[config.mk]
export PLATFORM = sky130hd
export DESIGN_NAME = mem_except_cp0_flat
export DESIGN_NICKNAME = d
export VERILOG_FILES = /design/src/rtl/mem_except_cp0_if.sv /design/src/rtl/mem_except_cp0.sv /design/src/flat_wrapper.sv
export SDC_FILE = /design/constraint.sdc
export NUM_CORES = 1
export LEC_CHECK = 0
export CAP_MARGIN = 20
export CORE_UTILIZATION = 51
export DETAILED_ROUTE_END_ITERATION = 16
export PLACE_DENSITY = 0.95
export SLEW_MARGIN = 5
export SYNTH_ARGS = -nofsm -noshare
export SYNTH_HDL_FRONTEND = slang
export SYNTH_SLANG_ARGS = --single-unit
[constraint.sdc]
create_clock -name clk -period 6 [get_ports clk]
set_input_delay 0.6 -clock clk [delete_from_list [all_inputs] [get_ports clk]]
set_output_delay 0.6 -clock clk [all_outputs]
set_load 0.05 [all_outputs]
[src/rtl/mem_except_cp0_if.sv]
// MEM-stage exception / CP0 bundle between the pipeline (master) and the collector (slave).
interface mem_except_cp0_if;
  logic        stallM;
  logic [31:0] pcM;
  logic        is_in_dsM;
  logic        adel_ifM;
  logic        riM;
  logic        syscallM;
  logic        breakM;
  logic        ovM;
  logic        eretM;
  logic        adelM;
  logic        adesM;
  logic [31:0] addrM;
  logic [5:0]  int_hw;
  logic        we_cp0;
  logic [4:0]  waddr;
  logic [4:0]  raddr;
  logic [31:0] wdata;
  logic [31:0] rdata;
  logic [31:0] excepttypeM;
  logic        flushM;
  logic [31:0] newpcM;
  logic [31:0] epc_o;
  logic [31:0] status_o;
  logic [31:0] cause_o;

  modport master (
    output stallM, pcM, is_in_dsM, adel_ifM, riM, syscallM, breakM, ovM, eretM,
           adelM, adesM, addrM, int_hw, we_cp0, waddr, raddr, wdata,
    input  rdata, excepttypeM, flushM, newpcM, epc_o, status_o, cause_o
  );

  modport slave (
    input  stallM, pcM, is_in_dsM, adel_ifM, riM, syscallM, breakM, ovM, eretM,
           adelM, adesM, addrM, int_hw, we_cp0, waddr, raddr, wdata,
    output rdata, excepttypeM, flushM, newpcM, epc_o, status_o, cause_o
  );
endinterface

[src/rtl/mem_except_cp0.sv]
// MEM-stage exception collector with the CP0 subset BadVAddr/Count/Compare/Status/Cause/EPC.
// Picks one exception by priority in the same cycle and commits CP0 state on the next edge.
module mem_except_cp0 #(
  parameter logic [31:0] EXC_VECTOR = 32'hBFC0_0380,
  parameter logic [31:0] STATUS_RST = 32'h0040_0000
) (
  input logic             clk,
  input logic             resetn,
  mem_except_cp0_if.slave bus
);

  localparam int unsigned DW = 32;
  localparam int unsigned RW = 5;

  localparam logic [RW-1:0] REG_BADVADDR = 5'd8;
  localparam logic [RW-1:0] REG_COUNT    = 5'd9;
  localparam logic [RW-1:0] REG_COMPARE  = 5'd11;
  localparam logic [RW-1:0] REG_STATUS   = 5'd12;
  localparam logic [RW-1:0] REG_CAUSE    = 5'd13;
  localparam logic [RW-1:0] REG_EPC      = 5'd14;

  localparam logic [DW-1:0] EXC_INT  = 32'h0000_0001;
  localparam logic [DW-1:0] EXC_ADEL = 32'h0000_0004;
  localparam logic [DW-1:0] EXC_ADES = 32'h0000_0005;
  localparam logic [DW-1:0] EXC_SYS  = 32'h0000_0008;
  localparam logic [DW-1:0] EXC_BP   = 32'h0000_0009;
  localparam logic [DW-1:0] EXC_RI   = 32'h0000_000A;
  localparam logic [DW-1:0] EXC_OV   = 32'h0000_000C;
  localparam logic [DW-1:0] EXC_ERET = 32'h0000_000E;

  // architectural state
  logic [DW-1:0] badVAddr;
  logic [DW-1:0] count;
  logic [DW-1:0] compare;
  logic [DW-1:0] epc;
  logic [7:0]    statusIm;
  logic          statusExl;
  logic          statusIe;
  logic          causeBd;
  logic [5:0]    causeIpHw;
  logic [1:0]    causeIpSw;
  logic [4:0]    causeExc;
  logic          tick;
  logic          timerInt;

  // combinational decode
  logic [DW-1:0] statusReg;
  logic [DW-1:0] causeReg;
  logic          intPending;
  logic [DW-1:0] excCode;
  logic          badFromPc;
  logic          badFromAddr;
  logic          takeExc;
  logic          takeEret;
  logic          mtc0En;

  // Read-only Status bits keep their reset pattern (BEV lives there).
  assign statusReg = {STATUS_RST[31:16], statusIm, STATUS_RST[7:2], statusExl, statusIe};
  assign causeReg  = {causeBd, 15'd0, causeIpHw, causeIpSw, 1'b0, causeExc, 2'b00};

  assign intPending = statusIe & ~statusExl & (|(causeReg[15:8] & statusIm));

  // Priority select; stalled or bubble instructions never raise anything.
  always_comb begin
    excCode     = '0;
    badFromPc   = 1'b0;
    badFromAddr = 1'b0;
    if (!bus.stallM && (bus.pcM != '0)) begin
      if (intPending) begin
        excCode = EXC_INT;
      end else if (bus.adel_ifM) begin
        excCode   = EXC_ADEL;
        badFromPc = 1'b1;
      end else if (bus.riM) begin
        excCode = EXC_RI;
      end else if (bus.syscallM) begin
        excCode = EXC_SYS;
      end else if (bus.breakM) begin
        excCode = EXC_BP;
      end else if (bus.ovM) begin
        excCode = EXC_OV;
      end else if (bus.adelM) begin
        excCode     = EXC_ADEL;
        badFromAddr = 1'b1;
      end else if (bus.adesM) begin
        excCode     = EXC_ADES;
        badFromAddr = 1'b1;
      end else if (bus.eretM) begin
        excCode = EXC_ERET;
      end
    end
  end

  assign takeEret = (excCode == EXC_ERET);
  assign takeExc  = (excCode != '0) && !takeEret;
  // Any exception (ERET included) squashes a same-cycle MTC0.
  assign mtc0En   = bus.we_cp0 & ~bus.stallM & (excCode == '0);

  assign bus.excepttypeM = excCode;
  assign bus.flushM      = (excCode != '0);
  assign bus.newpcM      = takeEret ? epc : EXC_VECTOR;
  assign bus.epc_o       = epc;
  assign bus.status_o    = statusReg;
  assign bus.cause_o     = causeReg;

  // CP0 read port; unmapped register numbers read as zero.
  always_comb begin
    bus.rdata = '0;
    case (bus.raddr)
      REG_BADVADDR: bus.rdata = badVAddr;
      REG_COUNT:    bus.rdata = count;
      REG_COMPARE:  bus.rdata = compare;
      REG_STATUS:   bus.rdata = statusReg;
      REG_CAUSE:    bus.rdata = causeReg;
      REG_EPC:      bus.rdata = epc;
      default:      bus.rdata = '0;
    endcase
  end

  // Free-running timer, Compare match and interrupt-line sampling (run even when stalled).
  always_ff @(posedge clk or negedge resetn) begin
    if (!resetn) begin
      tick      <= 1'b0;
      count     <= '0;
      compare   <= '0;
      timerInt  <= 1'b0;
      causeIpHw <= '0;
    end else begin
      tick      <= ~tick;
      causeIpHw <= {timerInt | bus.int_hw[5], bus.int_hw[4:0]};
      if (mtc0En && (bus.waddr == REG_COUNT)) begin
        count <= bus.wdata;
      end else if (tick) begin
        count <= count + DW'(1);
      end
      if (mtc0En && (bus.waddr == REG_COMPARE)) begin
        compare  <= bus.wdata;
        timerInt <= 1'b0;
      end else if ((count == compare) && (compare != '0)) begin
        timerInt <= 1'b1;
      end
    end
  end

  // Exception / ERET commit, otherwise MTC0 to the writable fields.
  always_ff @(posedge clk or negedge resetn) begin
    if (!resetn) begin
      badVAddr  <= '0;
      epc       <= '0;
      statusIm  <= STATUS_RST[15:8];
      statusExl <= STATUS_RST[1];
      statusIe  <= STATUS_RST[0];
      causeBd   <= 1'b0;
      causeIpSw <= '0;
      causeExc  <= '0;
    end else if (takeExc) begin
      epc       <= bus.is_in_dsM ? (bus.pcM - DW'(4)) : bus.pcM;
      causeBd   <= bus.is_in_dsM;
      causeExc  <= (excCode == EXC_INT) ? 5'd0 : excCode[4:0];
      statusExl <= 1'b1;
      if (badFromPc) begin
        badVAddr <= bus.pcM;
      end else if (badFromAddr) begin
        badVAddr <= bus.addrM;
      end
    end else if (takeEret) begin
      statusExl <= 1'b0;
    end else if (mtc0En) begin
      case (bus.waddr)
        REG_STATUS: begin
          statusIm  <= bus.wdata[15:8];
          statusExl <= bus.wdata[1];
          statusIe  <= bus.wdata[0];
        end
        REG_CAUSE: causeIpSw <= bus.wdata[9:8];
        REG_EPC:   epc       <= bus.wdata;
        default:   ;
      endcase
    end
  end

endmodule

[src/flat_wrapper.sv]
// flat-port wrapper written by rule: the top's interface ports become plain ports
module mem_except_cp0_flat 
#(
  parameter logic [31:0] EXC_VECTOR = 32'hBFC0_0380,
  parameter logic [31:0] STATUS_RST = 32'h0040_0000
)
  (clk, resetn, bus_stallM, bus_pcM, bus_is_in_dsM, bus_adel_ifM, bus_riM, bus_syscallM, bus_breakM, bus_ovM, bus_eretM, bus_adelM, bus_adesM, bus_addrM, bus_int_hw, bus_we_cp0, bus_waddr, bus_raddr, bus_wdata, bus_rdata, bus_excepttypeM, bus_flushM, bus_newpcM, bus_epc_o, bus_status_o, bus_cause_o);
  mem_except_cp0_if bus_i ();
  input logic clk;
  input logic resetn;
  input wire logic [$bits(bus_i.stallM)-1:0] bus_stallM;
  input wire logic [$bits(bus_i.pcM)-1:0] bus_pcM;
  input wire logic [$bits(bus_i.is_in_dsM)-1:0] bus_is_in_dsM;
  input wire logic [$bits(bus_i.adel_ifM)-1:0] bus_adel_ifM;
  input wire logic [$bits(bus_i.riM)-1:0] bus_riM;
  input wire logic [$bits(bus_i.syscallM)-1:0] bus_syscallM;
  input wire logic [$bits(bus_i.breakM)-1:0] bus_breakM;
  input wire logic [$bits(bus_i.ovM)-1:0] bus_ovM;
  input wire logic [$bits(bus_i.eretM)-1:0] bus_eretM;
  input wire logic [$bits(bus_i.adelM)-1:0] bus_adelM;
  input wire logic [$bits(bus_i.adesM)-1:0] bus_adesM;
  input wire logic [$bits(bus_i.addrM)-1:0] bus_addrM;
  input wire logic [$bits(bus_i.int_hw)-1:0] bus_int_hw;
  input wire logic [$bits(bus_i.we_cp0)-1:0] bus_we_cp0;
  input wire logic [$bits(bus_i.waddr)-1:0] bus_waddr;
  input wire logic [$bits(bus_i.raddr)-1:0] bus_raddr;
  input wire logic [$bits(bus_i.wdata)-1:0] bus_wdata;
  output wire logic [$bits(bus_i.rdata)-1:0] bus_rdata;
  output wire logic [$bits(bus_i.excepttypeM)-1:0] bus_excepttypeM;
  output wire logic [$bits(bus_i.flushM)-1:0] bus_flushM;
  output wire logic [$bits(bus_i.newpcM)-1:0] bus_newpcM;
  output wire logic [$bits(bus_i.epc_o)-1:0] bus_epc_o;
  output wire logic [$bits(bus_i.status_o)-1:0] bus_status_o;
  output wire logic [$bits(bus_i.cause_o)-1:0] bus_cause_o;
  assign bus_i.stallM = bus_stallM;
  assign bus_i.pcM = bus_pcM;
  assign bus_i.is_in_dsM = bus_is_in_dsM;
  assign bus_i.adel_ifM = bus_adel_ifM;
  assign bus_i.riM = bus_riM;
  assign bus_i.syscallM = bus_syscallM;
  assign bus_i.breakM = bus_breakM;
  assign bus_i.ovM = bus_ovM;
  assign bus_i.eretM = bus_eretM;
  assign bus_i.adelM = bus_adelM;
  assign bus_i.adesM = bus_adesM;
  assign bus_i.addrM = bus_addrM;
  assign bus_i.int_hw = bus_int_hw;
  assign bus_i.we_cp0 = bus_we_cp0;
  assign bus_i.waddr = bus_waddr;
  assign bus_i.raddr = bus_raddr;
  assign bus_i.wdata = bus_wdata;
  assign bus_rdata = bus_i.rdata;
  assign bus_excepttypeM = bus_i.excepttypeM;
  assign bus_flushM = bus_i.flushM;
  assign bus_newpcM = bus_i.newpcM;
  assign bus_epc_o = bus_i.epc_o;
  assign bus_status_o = bus_i.status_o;
  assign bus_cause_o = bus_i.cause_o;
  mem_except_cp0 #(.EXC_VECTOR(EXC_VECTOR), .STATUS_RST(STATUS_RST)) u_core (.clk(clk), .resetn(resetn), .bus(bus_i));
endmodule
==> flow_summary_export.csv, run 1 <==
group,metric,value,unit
run,maxCapViolCount,0,
power_and_ir_drop,finalPower,3.42,mW
grt,grt_remaining_overflow,0,
floorplanning,die-height,140,um
drt,drc_errors,0,
grt,antenna_found_initial,0,
timing,slew_headroom,27.0,%
grt,grt.busiest_layer,"met2",
grt,grt_max_degree,110,
cells_and_area,nFillCells,1395,
synthesis,synth_top_family_by_area,"simple AND/OR/NAND/NOR gates",
worst_hold_path,holdPathStages,1,
clocking,cts_root_buf,"clkbuf_16",
drt,vias_per_cell,6.25,
placed_design,dpl.cell_count,1485,
power_and_ir_drop,clockPowerShare,36.8,%
cells_and_area,regArea,3830,um2
power_and_ir_drop,p_seq_share,39.3,%
clocking,post_cts_buffers,0,
grt,use_met3,11.7,%
setup_path,r2r_end,"u_core.bus.epc_o[4]$_DFFE_PN0P_",
setup_path,end_kind,"output port",
clocking,clk_pin_slew,0.06,ns
synthesis,ys_seq_area_share,39.7,%
cells_and_area,final_cell_area,12800,um2
synthesis,synth-adder-area-share,0.389,%
power_and_ir_drop,p_comb_share,23.9,%
setup_path,crit_top_cell,"clkdlybuf4s50_1",
timing,period_needed,4.66,ns
timing,worstMarginPinSlew,1.10,ns
floorplanning,floorplan.die.width,140,um
grt,use_met1,46.9,%
floorplanning,num_rows,49,
cells_and_area,multi_input_area,5230,um2
timing,hold_viol,0,
setup_path,reg2reg_from,"u_core.statusIm[5]$_DFFE_PN0P_",
timing,rsz0062_at_grt,"no",
setup_path,required,5.40,ns
synthesis,synth-seq-cells,153,
setup_path,path_buf_inv,3,
worst_hold_path,hold_path_startpoint,"u_core.timerInt$_DFFE_PN0P_",
cells_and_area,syn2layout_area_growth,32.1,%
placed_design,hpwl,25600,um
placed_design,place_area,12000,um2
power_and_ir_drop,p_switching,1.15,mW
synthesis,synthSimpleGateAreaFrac,21.1,%
synthesis,syn_area_per_cell,9.04,um2
setup_path,cp_slowest_stage_delay,0.75,ns
synthesis,synth_edf_count,0,
drt,wire_per_inst,23.3,um
placed_design,gp_congestion,0.971,
worst_hold_path,hold_path_end,"u_core.causeIpHw[5]$_DFF_PN0_",
clocking,cts_resized,0,
floorplanning,ioPinCount,318,
clocking,cts_made_buffers,17,
setup_path,worst-r2r-cell-count,6,
drt,via_count,9513,
drt,ant_nets,0,
clocking,clkLatencyLatePin,0.44,ns
synthesis,synthCells,1067,
setup_path,arrival,4.06,ns
power_and_ir_drop,p_sw_share,33.5,%
synthesis,ys_warn_count,0,
cells_and_area,drive_gt1_share,8.89,%
synthesis,synthMuxAreaShare,6.70,%
power_and_ir_drop,p_leak,5.50,nW
cells_and_area,diodes,0,
setup_path,worstPathMaxFanout,12,
drt,wirelength,35400,um
run_status,run_status,"finished, final reports clean",
timing,fmax,0.215,GHz
cells_and_area,final_cell_mix,"clkdlybuf4s50_1, dfrtp_1, nor2_1",
cells_and_area,layout.cells.non_filler,1522,
setup_path,reg2reg_setup_slack,2.20,ns
grt,grtUsageTotal,36.1,%
setup_path,cpLargestDelayFamily,"simple AND/OR/NAND/NOR gates",
floorplanning,dieArea,19500,um2
synthesis,synth_flop_cell,"dfrtp_1",
clocking,clockBufferDepth,2,
cells_and_area,fin_util,69.8,%
setup_path,criticalPathCategory,"input pin to output port",
placed_design,place.port_buffers,248,
power_and_ir_drop,cell_internal_pwr,2.28,mW
floorplanning,core-area,18300,um2
timing,fin_worst_skew,0.00803,ns
drt,drt-initial-drc-count,1218,
floorplanning,start_util,52.8,%
grt,grt_pass1_vias,8893,
power_and_ir_drop,power.density,268,nW/um2
synthesis,synth_area,9650,um2
grt,use_met2,55.6,%
clocking,cts.sinks,153,
synthesis,ys_async_sr_fraction,100,%
timing,drv_slew,0,
cells_and_area,final_net_count,1408,
drt,detail_route.first_pass.iterations,7,
power_and_ir_drop,ir_drop,0.184,mV
synthesis,synth_xor_area_share,8.26,%
timing,layout_worst_path_cycle_share,77.6,%
setup_path,startpoint_type,"input pin",
synthesis,synth_compound_area_share,14.5,%
grt,grt_pass1_wl,52900,um
clocking,htreeDepth,4,
synthesis,synth.distinct_cells,56,
cells_and_area,layout_commonest_cell,"clkdlybuf4s50_1",
timing,setup_viol_count_final,0,
setup_path,cp_slowest_cell,"clkdlybuf4s50_1",
timing,finalSetupTns,0,ns
setup_path,path_cells,"clkdlybuf4s50_1 -> inv_1 -> ha_1 -> or3b_2 -> nor4_1 -> and3_1 -> nand2b_1 -> nor2_1 -> clkdlybuf4s50_1",
clocking,cts_tree,"done",
worst_hold_path,min_path_type,"flop to flop",
==> synthesized netlist by cell type (21+ instances only) <==
master    instances  area [um2]
a21oi_1          37         185
a221o_1          21         210
a22oi_1          74         556
a31oi_1          42         263
buf_4            73         548
clkbuf_1         47         176
dfrtp_1         153        3830
mux2_4           29         435
nand2_1         119         447
nand3_1          34         170
nor2_1          127         477
nor3_1           23         115
nor4_1           30         188
xnor2_1          34         298
xor2_1           57         499
==> state kept, by name, indices dropped and copies added, names as in the netlist <==
signal,count
u_core.statusExl,1
u_core.causeBd,1
u_core.compare,32
u_core.causeExc,4
u_core.count,32
u_core.statusIe,1
u_core.causeIpSw,2
u_core.statusIm,8
u_core.bus.epc_o,32
u_core.causeIpHw,6
u_core.badVAddr,32
u_core.tick,1
u_core.timerInt,1
==> layer usage <==
layer  routed length [um]  part of all wire, %  vias up
met2                16100                   46      775
met5                    0                    0        -
met3                 4900                   14      123
met4                 1370                  3.9        0
met1                13000                   37     4535
li1                     -                    -     4080
==> power groups by stage <==
stage | Sequential [mW] | Clock, mW | Combinational, mW
final | 1.34 | 1.26 | 0.819
after global routing | 1.35 | 1.30 | 0.868
after CTS | 1.33 | 1.26 | 0.803
after detailed placement | 1.34 | 0 | 0.799
after global placement | 1.34 | 0 | 0.783
after floorplan | 1.35 | 0 | 0.480
==> worst max-delay path by stage <==
stage / startpoint / to / depth (start not counted)
finish: bus_pcM[2] / bus_newpcM[17] / 9
global route: bus_pcM[2] / bus_newpcM[17] / 9
CTS: bus_pcM[2] / bus_newpcM[15] / 9
detailed placement: bus_pcM[2] / bus_newpcM[15] / 9
global placement: bus_pcM[2] / bus_newpcM[16] / 9
floorplan: bus_pcM[2] / bus_excepttypeM[1] / 9
==> cell families after synthesis <==
| logic type | Yosys count |
|---|---|
| DFF | 153 |
| AOI/OAI and AO/OA | 194 |
| adders and majority gates | 3 |
| buffers and inverters | 150 |
| other | 2 |
| xor gates and xnor gates | 91 |
| muxes | 48 |
| and+or+nand+nor | 426 |
==> metrics by stage <==
step	hold WS [ns]	setup slack [ns]
after floorplan	0.304	2.36
after global placement	0.451	1.49
after detailed placement	0.472	1.34
after CTS	0.338	1.31
after global routing	0.503	1.12
final	0.483	1.34
==> final cells by class <==
class | count | area share (%)
clock inverters | 11 | 1.70
repair buffers | 265 | 21.0
well taps | 229 | 2.25
multi-input cells | 831 | 41.0
flip-flops and latches | 153 | 30.0
inverters | 12 | 0.353
clock buffers | 21 | 3.69
==> timing repair <==
item | CTS | global route
endpoints found under the setup margin | 0 | 0
endpoints found under the hold margin | 0 | 15
hold buffers | 0 | 1
(Power assumes the default switching activity.)
==> run 2: changes to the inputs <==
- CORE_UTILIZATION: 51 -> 47
- PLACE_DENSITY: 0.95 -> 0.93
- clock period: 6 -> 4.68 ns (I/O delays scaled with it)
==> run 2 against run 1 <==
- utilization down 6.9 points
- count of clock-buffer cells in the layout shrank 3
- clock skew rose by 0.0060 ns
- die area increased by 8.4%
- global-route usage fell by 3.1 points
- non-clock buffer count increased by 5
- combinational power rose by 28%
- wire length is 1.2% lower
- critical path depth decreased by 1
- cell area fell by 0.56%
==> flow_summary_export.csv, run 2 (synthesized netlist as in run 1, its figures left out) <==
group,metric,value,unit
floorplanning,floorplan.die.width,145,um
cells_and_area,nFillCells,1647,
power_and_ir_drop,ir_drop,0.229,mV
timing,finalSetupTns,0,ns
drt,wl_met1,13700,um
run_status,run_status,"finished, final reports clean",
setup_path,worst-r2r-cell-count,7,
floorplanning,die-height,145,um
timing,rsz0062_at_grt,"no",
timing,worstMarginPinSlew,0.954,ns
clocking,cts_root_buf,"clkbuf_16",
run,maxCapViolCount,0,
drt,wire_per_inst,22.3,um
cells_and_area,fin_util,62.9,%
power_and_ir_drop,p_leak,5.46,nW
timing,period_needed,4.32,ns
placed_design,place.port_buffers,248,
setup_path,reg2reg_setup_slack,1.23,ns
placed_design,hpwl,26300,um
setup_path,endpoint,"bus_newpcM[24]",
cells_and_area,regArea,3830,um2
timing,slew_headroom,35.9,%
clocking,cts.sinks,153,
timing,fmax,0.231,GHz
grt,antenna_found_initial,1,
floorplanning,start_util,47.8,%
floorplanning,dieArea,21100,um2
clocking,cts_tree,"done",
grt,grt_pass1_vias,8858,
clocking,htreeDepth,4,
clocking,clkLatencyLatePin,0.44,ns
clocking,clk_pin_slew,0.06,ns
placed_design,gp_congestion,0.977,
setup_path,criticalPathCategory,"input pin to output port",
drt,highest_layer,"met5",
cells_and_area,diodes,0,
timing,hold_viol,0,
drt,detail_route.first_pass.iterations,8,
cells_and_area,final_net_count,1413,
timing,setup_viol_count_final,0,
drt,wirelength,35000,um
power_and_ir_drop,power.density,329,nW/um2
grt,grtUsageTotal,33.0,%
timing,fin_worst_skew,0.0140,ns
cells_and_area,multi_input_area,5220,um2
drt,drt-initial-drc-count,1202,
grt,grt_max_degree,72,
drt,wl_met3,4000,um
grt,grt_pass1_wl,52800,um
clocking,cts_made_buffers,17,
setup_path,arrival,3.86,ns
clocking,cts_resized,0,
floorplanning,num_rows,52,
clocking,clockBufferDepth,2,
cells_and_area,drive_gt1_share,9.18,%
drt,drc_errors,0,
drt,via_count,9414,
setup_path,startpoint_type,"input pin",
clocking,post_cts_buffers,0,
timing,drv_slew,0,
setup_path,worstPathMaxFanout,19,
drt,dr_wl_met2,15800,um
cells_and_area,syn2layout_area_growth,31.4,%
setup_path,end_kind,"output port",
clocking,hold_buffers,0,
floorplanning,core-area,20200,um2
floorplanning,ioPinCount,318,
cells_and_area,layout_commonest_cell,"clkdlybuf4s50_1",
timing,layout_worst_path_cycle_share,92.4,%
grt,grt_remaining_overflow,0,
setup_path,cp-startpoint,"bus_pcM[15]",
drt,ant_nets,0,
cells_and_area,final_cell_mix,"clkdlybuf4s50_1, dfrtp_1, nor2_1",
worst_hold_path,min_path_type,"input pin to asynchronous set/reset pin",
setup_path,reg2reg_from,"u_core.statusExl$_DFFE_PN0P_",
setup_path,r2r_end,"u_core.count[18]$_DFFE_PN0P_",
drt,vias_per_cell,6.01,
setup_path,required,4.21,ns
==> run 2: cell count changes in the layout (fill, tap and decap cells not counted), moves of 2 or more <==
cell,change
clkinv_2,+4
clkbuf_8,-3
buf_16,-2
bufinv_16,-3
buf_4,+9
==> run 2: metrics by stage <==
step	power [mW]	cell area [um2]	instances	hold slack (ns)	setup slack [ns]
global route	4.28	12700	1567	0.111	0.173
global placement	2.72	12100	1534	0.457	0.408
detailed placement	2.75	12100	1534	0.484	0.263
finish	4.17	12700	1567	0.0546	0.356
CTS	4.14	12600	1565	0.0764	0.204
floorplan	2.34	9900	1134	0.172	1.31
==> run 2: how the worst min path moves through the flow <==
stage | startpoint | to
after floorplan | resetn | u_core.badVAddr[0]$_DFFE_PN0P_
after global placement | u_core.timerInt$_DFFE_PN0P_ | u_core.causeIpHw[5]$_DFF_PN0_
after detailed placement | u_core.timerInt$_DFFE_PN0P_ | u_core.causeIpHw[5]$_DFF_PN0_
after CTS | resetn | u_core.statusIm[5]$_DFFE_PN0P_
after global routing | resetn | u_core.compare[20]$_DFFE_PN0P_
final | resetn | u_core.compare[20]$_DFFE_PN0P_
==> run 2: metal layers <==
layer	global-route usage, %	up-vias
li1	-	4081
met1	45.3	4512
met2	50.0	706
met3	7.45	113
met4	14.3	2
met5	0	-
==> run 2: power breakdown <==
part / total (mW) / leakage [nW] / internal, mW / switching (mW)
Combinational: 1.05 / 3.33 / 0.397 / 0.655
Sequential: 1.72 / 1.85 / 1.47 / 0.245
Clock: 1.40 / 0.289 / 0.831 / 0.564
Total: 4.17 / 5.46 / 2.70 / 1.46
==> run 2: worst max-delay path, stage by stage <==
cell             delay [ns]
clkdlybuf4s50_1        0.52
or4_4                  0.63
nor4_4                 0.38
and3_1                 0.51
nor2b_2                0.23
buf_8                  0.22
nand2b_1               0.07
clkdlybuf4s50_1        0.80
==> run 2: area by class of cell <==
class,count,area share (%)
inverter,12,0.355
multi-input combinational,831,41.2
sequential,153,30.2
timing repair buffer,270,21.0
clock buffer,18,3.38
clock inverter,13,1.21
tap,270,2.66
